<file path="src/rtl/mmio_pkg.sv">
// mmio_pkg: definitions shared by the MMIO bridge and the address decoder.
//   state_t         - bridge FSM states (IDLE, ACCESS, RESP)
//   MMIO_DATA_W     - default data width of the peripheral bus
//   DEF_MMIO_BASE   - default base of the MMIO window
//   DEF_MMIO_LIMIT  - default inclusive top of the MMIO window
package mmio_pkg;

    typedef enum logic [1:0] {
        IDLE   = 2'd0,
        ACCESS = 2'd1,
        RESP   = 2'd2
    } state_t;

    localparam int          MMIO_DATA_W    = 32;
    localparam logic [31:0] DEF_MMIO_BASE  = 32'h1000_0000;
    localparam logic [31:0] DEF_MMIO_LIMIT = 32'h1FFF_FFFF;

endpackage

</file>
<file path="src/rtl/mmio_decode.sv">
// mmio_decode: purely combinational MMIO window decoder.
//   req     in   request qualifier
//   addr    in   byte address
//   in_win  out  req & address inside [MMIO_BASE, MMIO_LIMIT]
//   idx     out  slot number (addr - MMIO_BASE) >> SLOT_BITS
//   offset  out  byte offset inside the slot
//   slot_ok out  in_win & idx addresses an existing channel
import mmio_pkg::*;

module mmio_decode #(
    parameter int                ADDR_W     = 32,
    parameter int                NUM_SLAVES = 4,
    parameter int                SLOT_BITS  = 12,
    parameter logic [ADDR_W-1:0] MMIO_BASE  = DEF_MMIO_BASE,
    parameter logic [ADDR_W-1:0] MMIO_LIMIT = DEF_MMIO_LIMIT
) (
    input  logic                        req,
    input  logic [ADDR_W-1:0]           addr,
    output logic                        in_win,
    output logic [ADDR_W-SLOT_BITS-1:0] idx,
    output logic [SLOT_BITS-1:0]        offset,
    output logic                        slot_ok
);

    localparam int IDX_W = ADDR_W - SLOT_BITS;

    logic [ADDR_W-1:0] rel;

    // Unsigned, full-width compare and subtract.
    assign rel     = addr - MMIO_BASE;
    assign in_win  = req && (addr >= MMIO_BASE) && (addr <= MMIO_LIMIT);
    assign idx     = rel[ADDR_W-1:SLOT_BITS];
    assign offset  = rel[SLOT_BITS-1:0];
    assign slot_ok = in_win && (idx < IDX_W'(NUM_SLAVES));

endmodule

</file>
<file path="src/rtl/mmio_bridge.sv">
// mmio_bridge: turns a memory-stage MMIO request into an access on a
// multi-channel ready-handshaked peripheral bus, stalling the pipeline
// until the peripheral answers, the slot decode fails or a timeout fires.
//   clk, reset            clock, asynchronous active-high reset
//   cpu_req/wr/addr/wdata/be  request from the memory stage (held while stalled)
//   cpu_stall             freeze pipeline (combinational, covers request cycle)
//   cpu_rsp_valid         one-cycle response strobe (RESP state)
//   cpu_rdata, cpu_err    response payload, held until the next response
//   s_cs/wr/rd/addr/wdata/be  registered bus outputs, constant during ACCESS
//   s_rdy, s_rdata        per-channel completion and packed read data
//   err_count             saturating count of error responses
//   state                 FSM state, exported for observation
// Handshake: an access is one ACCESS period with s_cs one-hot; it completes
// on the first cycle where s_rdy of the selected channel is high. s_rdy of
// other channels is ignored. The response is the single RESP cycle after.
import mmio_pkg::*;

module mmio_bridge #(
    parameter int                NUM_SLAVES = 4,
    parameter int                DATA_W     = MMIO_DATA_W,
    parameter int                ADDR_W     = 32,
    parameter logic [ADDR_W-1:0] MMIO_BASE  = DEF_MMIO_BASE,
    parameter logic [ADDR_W-1:0] MMIO_LIMIT = DEF_MMIO_LIMIT,
    parameter int                SLOT_BITS  = 12,
    parameter int                TIMEOUT    = 64
) (
    input  logic                         clk,
    input  logic                         reset,
    input  logic                         cpu_req,
    input  logic                         cpu_wr,
    input  logic [ADDR_W-1:0]            cpu_addr,
    input  logic [DATA_W-1:0]            cpu_wdata,
    input  logic [DATA_W/8-1:0]          cpu_be,
    output logic                         cpu_stall,
    output logic                         cpu_rsp_valid,
    output logic [DATA_W-1:0]            cpu_rdata,
    output logic                         cpu_err,
    output logic [NUM_SLAVES-1:0]        s_cs,
    output logic                         s_wr,
    output logic                         s_rd,
    output logic [SLOT_BITS-1:0]         s_addr,
    output logic [DATA_W-1:0]            s_wdata,
    output logic [DATA_W/8-1:0]          s_be,
    input  logic [NUM_SLAVES-1:0]        s_rdy,
    input  logic [NUM_SLAVES*DATA_W-1:0] s_rdata,
    output logic [7:0]                   err_count,
    output state_t                       state
);

    localparam int IDX_W  = ADDR_W - SLOT_BITS;
    localparam int TCNT_W = $clog2(TIMEOUT);
    localparam logic [TCNT_W-1:0] TLAST = TCNT_W'(TIMEOUT - 1);

    logic                  in_win;
    logic                  slot_ok;
    logic [IDX_W-1:0]      idx;
    logic [SLOT_BITS-1:0]  offset;

    state_t                state_n;
    logic [TCNT_W-1:0]     tcnt;
    logic [NUM_SLAVES-1:0] cs_n;
    logic                  hit;
    logic [DATA_W-1:0]     sel_rdata;
    logic                  accept;
    logic                  rsp_load;
    logic                  rsp_err_n;
    logic [DATA_W-1:0]     rsp_rdata_n;

    mmio_decode #(
        .ADDR_W     (ADDR_W),
        .NUM_SLAVES (NUM_SLAVES),
        .SLOT_BITS  (SLOT_BITS),
        .MMIO_BASE  (MMIO_BASE),
        .MMIO_LIMIT (MMIO_LIMIT)
    ) u_decode (
        .req     (cpu_req),
        .addr    (cpu_addr),
        .in_win  (in_win),
        .idx     (idx),
        .offset  (offset),
        .slot_ok (slot_ok)
    );

    // Reset gates the stall so every output is 0 while reset is held.
    assign cpu_stall     = in_win && (state != RESP) && !reset;
    assign cpu_rsp_valid = (state == RESP);

    // One-hot select for the decoded slot, and the read-data / ready
    // selection driven by the registered select.
    always_comb begin
        cs_n      = '0;
        sel_rdata = '0;
        for (int i = 0; i < NUM_SLAVES; i++) begin
            cs_n[i] = (idx == IDX_W'(i));
            if (s_cs[i]) begin
                sel_rdata = sel_rdata | s_rdata[i*DATA_W +: DATA_W];
            end
        end
        hit = |(s_rdy & s_cs);
    end

    always_comb begin
        state_n     = state;
        accept      = 1'b0;
        rsp_load    = 1'b0;
        rsp_err_n   = 1'b0;
        rsp_rdata_n = '0;
        case (state)
            IDLE: begin
                if (slot_ok) begin
                    state_n = ACCESS;
                    accept  = 1'b1;
                end else if (in_win) begin
                    state_n   = RESP;
                    rsp_load  = 1'b1;
                    rsp_err_n = 1'b1;
                end
            end
            ACCESS: begin
                // A ready in the timeout cycle still counts as success.
                if (hit) begin
                    state_n     = RESP;
                    rsp_load    = 1'b1;
                    rsp_rdata_n = s_wr ? '0 : sel_rdata;
                end else if (tcnt == TLAST) begin
                    state_n   = RESP;
                    rsp_load  = 1'b1;
                    rsp_err_n = 1'b1;
                end
            end
            RESP:    state_n = IDLE;
            default: state_n = IDLE;
        endcase
    end

    always_ff @(posedge clk or posedge reset) begin
        if (reset) state <= IDLE;
        else       state <= state_n;
    end

    always_ff @(posedge clk or posedge reset) begin
        if (reset) begin
            tcnt      <= '0;
            s_cs      <= '0;
            s_wr      <= 1'b0;
            s_rd      <= 1'b0;
            s_addr    <= '0;
            s_wdata   <= '0;
            s_be      <= '0;
            cpu_rdata <= '0;
            cpu_err   <= 1'b0;
            err_count <= '0;
        end else begin
            if (accept) begin
                tcnt    <= '0;
                s_cs    <= cs_n;
                s_wr    <= cpu_wr;
                s_rd    <= !cpu_wr;
                s_addr  <= offset;
                s_wdata <= cpu_wdata;
                s_be    <= cpu_be;
            end else if (state == ACCESS) begin
                if (state_n != ACCESS) begin
                    s_cs    <= '0;
                    s_wr    <= 1'b0;
                    s_rd    <= 1'b0;
                    s_addr  <= '0;
                    s_wdata <= '0;
                    s_be    <= '0;
                end else begin
                    tcnt <= tcnt + 1'b1;
                end
            end
            if (rsp_load) begin
                cpu_rdata <= rsp_rdata_n;
                cpu_err   <= rsp_err_n;
                if (rsp_err_n && (err_count != 8'hFF)) begin
                    err_count <= err_count + 8'd1;
                end
            end
        end
    end

endmodule

</file>
<file path="config.mk">
export PLATFORM = sky130hd
export DESIGN_NAME = mmio_bridge
export DESIGN_NICKNAME = d
export VERILOG_FILES = /design/src/rtl/mmio_pkg.sv /design/src/rtl/mmio_decode.sv /design/src/rtl/mmio_bridge.sv
export SDC_FILE = /design/constraint.sdc
export NUM_CORES = 1
export LEC_CHECK = 0
export CAP_MARGIN = 20
export CORE_UTILIZATION = 33
export DETAILED_ROUTE_END_ITERATION = 6
export PLACE_DENSITY = 0.77
export SYNTH_ARGS = -nofsm -noshare
export SYNTH_HDL_FRONTEND = slang
export SYNTH_SLANG_ARGS = --single-unit
</file>
<file path="constraint.sdc">
create_clock -name clk -period 3.6 [get_ports clk]
set_clock_uncertainty 0.05 [all_clocks]
set_input_delay 0.72 -clock clk [delete_from_list [all_inputs] [get_ports clk]]
set_output_delay 0.72 -clock clk [all_outputs]
set_load 0.05 [all_outputs]
</file>
* Word-level counts from Yosys, hierarchy flattened
Cells that the tools add are included.
Widths: inputs -> output; s select.
** Storage, ports and cells
- Register bits :: 103
- Word-level logic and storage cells :: 85
- Output and inout bits :: 99
- Input port bits :: 204
** Cells by class
- $add $sub $neg :: 3
- Reductions and logical operators :: 16
- $lt $le $gt $ge :: 3
- Multiplexer cells :: 38
- Bitwise operators :: 4
- Equal/unequal tests :: 10
** Operator list (count)
- $mux 32 :: 10
- $or 32x32->32 :: 3
- $eq 20x2->1 const B :: 2
- $mux 12 :: 3
- $ge 32x29->1 const B :: 1
- $le 32x29->1 const B :: 1
- $sub 32x29->32 const B :: 1
- $eq 20x1->1 const B :: 1
- $logic_not 20->1 :: 1
- $lt 20x3->1 const B :: 1
- $mux 6 :: 3
- $mux 4 :: 4
- $mux 1 :: 11
- $add 8x1->8 const B :: 1
- $mux 2 :: 4
- $ne 8x8->1 const B :: 1
- $add 6x1->6 const B :: 1
- $eq 6x6->1 const B :: 1
- $logic_and 1x1->1 :: 6
- $reduce_and 2->1 :: 3
- $and 4x4->4 :: 1
- $ne 2x2->1 const B :: 2
- $pmux 1 s2 :: 2
- $pmux 2 s2 :: 1
- other kinds (7) :: 9

* Depth between registers and ports, before layout
- Depth in word-level cells :: 10
- Depth in mapped cells :: 7
- Depth with buffers taken out :: 6

* Modules after synthesis
A second synthesis with hierarchy kept.
** Second synthesis, totals
- Cells, all modules :: 438
- Area total of the unflattened synthesis :: 5154.9 um2
** By module, submodules not included
- mmio_bridge :: area an instance 4674.5 um2, cells an instance 373, sequential area each 2577.5 um2, instances 1
- mmio_decode :: area an instance 480.5 um2, cells an instance 65, sequential area each 0.0 um2, instances 1

* Worst setup path before layout
OpenSTA, ideal clock, no wires.
- Kind :: input-to-output
- Start point :: input port cpu_addr[29]
- End point :: output port cpu_stall
- Required time :: 2.830 ns
- Arrival :: 2.147 ns
- Slack :: 0.683 ns
- Cell stages on the path :: 3
- Cells stage by stage :: nor3b_1 nand2_1 nor3_1
** On the way
- Longest elaborated chain between the ends :: 5
** RTL lines
- start: declaration :: RTL line mmio_bridge.sv:31 : input logic [ADDR_W-1:0] cpu_addr,
- $ge 32x29->1 :: RTL line mmio_decode.sv:31 : assign in_win = req && (addr >= MMIO_BASE) && (addr <= MMIO_LIMIT);
- $logic_and 1x1->1 :: RTL line mmio_decode.sv:31
- $logic_and 1x1->1 * :: RTL line mmio_decode.sv:31
- $logic_and 1x1->1 * (2 in a row) :: RTL line mmio_bridge.sv:85 : assign cpu_stall = in_win && (state != RESP) && !reset;
- end: declaration :: RTL line mmio_bridge.sv:34 : output logic cpu_stall,
Mark *: on every way between the ends. The rest lies on a longest branch, timed or not.

* Final worst setup path
- Start point :: register s_cs[0]
- End point :: output port s_cs[0]
** RTL lines
- start: declaration :: RTL line mmio_bridge.sv:38 : output logic [NUM_SLAVES-1:0] s_cs,
- start signal: assignment :: RTL line mmio_bridge.sv:156 : s_cs <= cs_n;
No word-level cell between the ends.

==> run_results.csv <==
group,metric,value,unit
status,status,"finished, final reports clean",
synth,synth_nets,574,
clocking,ctsHoldBuffers,0,
sta,tns,0,ps
synth,synth_xor_area_share,1.697,%
final_layout,mostFrequentLayoutCell,"clkdlybuf4s50_1",
synth,yosys_warnings,0,
clocking,cts_tree,"done",
critical_path,end_kind,"primary output",
sta,min_period,2896,ps
synth,yosysTopAreaCell,"dfrtp_1",
synth,synth_fa_ha_area_share,0.5386,%
synth,synth-compound-area-share,30.33,%
clocking,cts_buffer_depth,2,
placement,dpl_worst_slack,473.9,ps
route,viasPerCell,5.326,
synth,synthSimpleGateAreaFrac,7.514,%
route,vias,4458,
placement,dp.cells,821,
job,drv_cap,0,
clocking,post_cts_buffers,0,
critical_path,crit_type,"flip-flop to primary output",
placement,globalplace.congestion,0.8145,
route,post_drt_wl_per_cell,19.35,um
critical_path,rr_endpoint,"cpu_rdata[27]",
die,die_area,0.01456,mm^2
hold_path,hold_path_class,"flip-flop to flip-flop",
sta,rsz0062_at_grt,"no",
placement,dp_hpwl,12.12,mm
power,power_frac_comb,15.5,%
synth,ys_ff_latch,103,
power,switching_power,611.9,uW
hold_path,hold_depth,1,
sta,tightest_slew,736.2,ps
final_layout,final_area,0.008142,mm^2
die,start_util,34.40,%
power,p_sw_share,24.49,%
placement,portBuffers,302,
clocking,ctsRootBufferMaster,"clkbuf_16",
power,seq_power_share,47.6,%
grt,grt_pass1_wl,24.33,mm
sta,worst_slack,703.9,ps
synth,syn_inst,368,
final_layout,area_delta_synth_final,75.25,%
hold_path,hold_start,"s_rd",
die,die_y,120.7,um
grt,grtUsageTotal,21.70,%
hold_path,hold_end,"s_rd",
critical_path,cp.required,2830,ps
critical_path,cp-startpoint,"s_cs[0]",
sta,finalCritPeriodShare,80.45,%
power,internal_power,1.886,mW
synth,synthMuxAreaShare,0.7002,%
route,drtIter0Drc,168,
die,die_w,120.7,um
final_layout,nets,863,
power,clkPwrFrac,36.9,%
route,drc,0,
grt,grt_overflow,0,
sta,finalMaxSlewViolations,0,
power,peakVddDrop,0.0002236,V
critical_path,r2r_cells,6,
power,powerDensity,306.9,mW/mm^2
synth,yosys.area.top_type_share,55.48,%
critical_path,cp_max_fo,30,
synth,synthesis.area,0.004646,mm^2
critical_path,r2r_setup_slack,1210,ps
route,antenna_left,0,
synth,synth_top_family_by_area,"compound AO/OA/AOI/OAI gates",
die,placeableCoreArea,0.01351,mm^2
route,first_pass_iters,6,
clocking,cts-resized-gates,0,
sta,max_slew_margin,50.92,%
clocking,clock_latency,330,ps
grt,grt_max_degree,58,
grt,grt_pass1_vias,4606,
clocking,cts.sinks,103,
critical_path,startpoint_type,"flip-flop",
sta,hold_viol,0,
route,wirelength,16.20,mm
synth,post_synth.cell_area_avg,12.62,um^2
synth,synthTopCellsByArea,"dfrtp_1 55%, a22o_1 15%, a221oi_1 6.0%",
clocking,htree_levels,3,
clocking,clkTransAtPathRegs,70,ps
final_layout,n_antenna_cell,0,
critical_path,cp.arrival,2130,ps
synth,synthDistinctLibCells,39,
power,leakage,3.323,nW
placement,place_area,0.007843,mm^2
die,io_pins,303,
grt,antenna_found_initial,0,
die,rows,42,
sta,max_clock_freq,345.3,MHz
critical_path,r2r-start,"s_cs[2]",
final_layout,mostFrequentLayoutCells,"301 x clkdlybuf4s50_1, 103 x dfrtp_1, 81 x a22o_1, 32 x a221oi_1, 32 x o2bb2ai_1",
clocking,cts_buffers,9,
synth,ys_seq_area_share,55.48,%
final_layout,final_layout_size_suffix_gt1_share,5.598,%
final_layout,fin_cells,837,
sta,setup_violations,0,
==> power by group through the flow <==
| stage | combinational [mW] | clock [mW] | sequential [mW] |
|---|---|---|---|
| global route | 0.408 | 0.995 | 1.19 |
| finish | 0.386 | 0.922 | 1.19 |
| CTS | 0.391 | 0.947 | 1.19 |
| floorplan | 0.0479 | 0 | 1.26 |
| detailed placement | 0.389 | 0 | 1.21 |
| global placement | 0.382 | 0 | 1.21 |
==> cell usage after synthesis, drive strengths merged <==
| library cell | number |
|---|---|
| a21oi | 3 |
| nand3 | 6 |
| nor4b | 2 |
| nor3 | 4 |
| o211ai | 1 |
| nor2b | 3 |
| a22o | 81 |
| nand2b | 2 |
| and3 | 1 |
| xor2 | 7 |
| and2 | 2 |
| or3 | 3 |
| a21o | 1 |
| nor3b | 2 |
| nand4 | 2 |
| o2111ai | 1 |
| xnor2 | 2 |
| mux2i | 1 |
| o21ai | 4 |
| clkbuf | 18 |
| a221oi | 32 |
| mux2 | 2 |
| a22oi | 3 |
| ha | 2 |
| nor2 | 11 |
| o2bb2ai | 32 |
| buf | 16 |
| a32o | 4 |
| inv | 6 |
| nor4 | 6 |
| dfrtp | 103 |
| nand2 | 5 |
==> registers in the layout, summed over array words and instances, names as in the netlist <==
| signal | cells |
|---|---|
| cpu_rdata | 32 |
| s_wdata | 32 |
| s_addr | 12 |
| err_count | 8 |
| tcnt | 6 |
| s_be | 4 |
| s_cs | 4 |
| state | 2 |
| cpu_err | 1 |
| s_rd | 1 |
| s_wr | 1 |
==> layout make-up <==
| class | count | area, um^2 |
|---|---|---|
| inverters | 6 | 25.02 |
| repair buffers | 312 | 3146 |
| multi-input cells | 225 | 1894 |
| flip-flops and latches | 103 | 2577 |
| clock buffers | 9 | 225.2 |
| clock inverters | 6 | 53.80 |
| well taps | 176 | 220.2 |
| fillers | 1053 | 5364 |
==> per-stage QoR <==
step	hold WS (ps)	power (mW)	utilization [%]
2_1_floorplan	460.2	1.312	-
3_3_place_gp	412.3	1.594	58.07
3_5_place_dp	414.6	1.602	58.07
4_1_cts	430.3	2.528	60.14
5_1_grt	457.2	2.598	60.28
6_report	431.3	2.498	60.28
==> critical path, stage by stage (launching register included) <==
cell and delay, ps:
dfrtp_1 520, buf_4 400, clkdlybuf4s50_1 870
==> kinds of logic (layout without fill, tap and decap cells) <==
kind of cell	Yosys count	after routing
compound gates	162	162
flops	103	103
simple gates	49	49
buf+inv	40	333
xor+xnor	9	9
mux	3	3
fa+ha+maj	2	2
==> routing by layer <==
layer | track usage (%) | vias up | wire length (um)
met2 | 39.26 | 230 | 8138
met4 | 5.324 | 0 | 224
met3 | 6.085 | 15 | 1444
met1 | 25.15 | 2159 | 6390
li1 | - | 2054 | -
met5 | 0 | - | 0
==> worst max path at each step <==
stage | endpoint | slack [ps] | depth (start not counted)
CTS | s_cs[1] | 690 | 2
global route | s_cs[0] | 630 | 2
floorplan | cpu_err | 130 | 1
finish | s_cs[0] | 700 | 2
global placement | s_wdata[16] | 600 | 6
detailed placement | s_wdata[15] | 470 | 6
(Power assumes the default switching activity.)
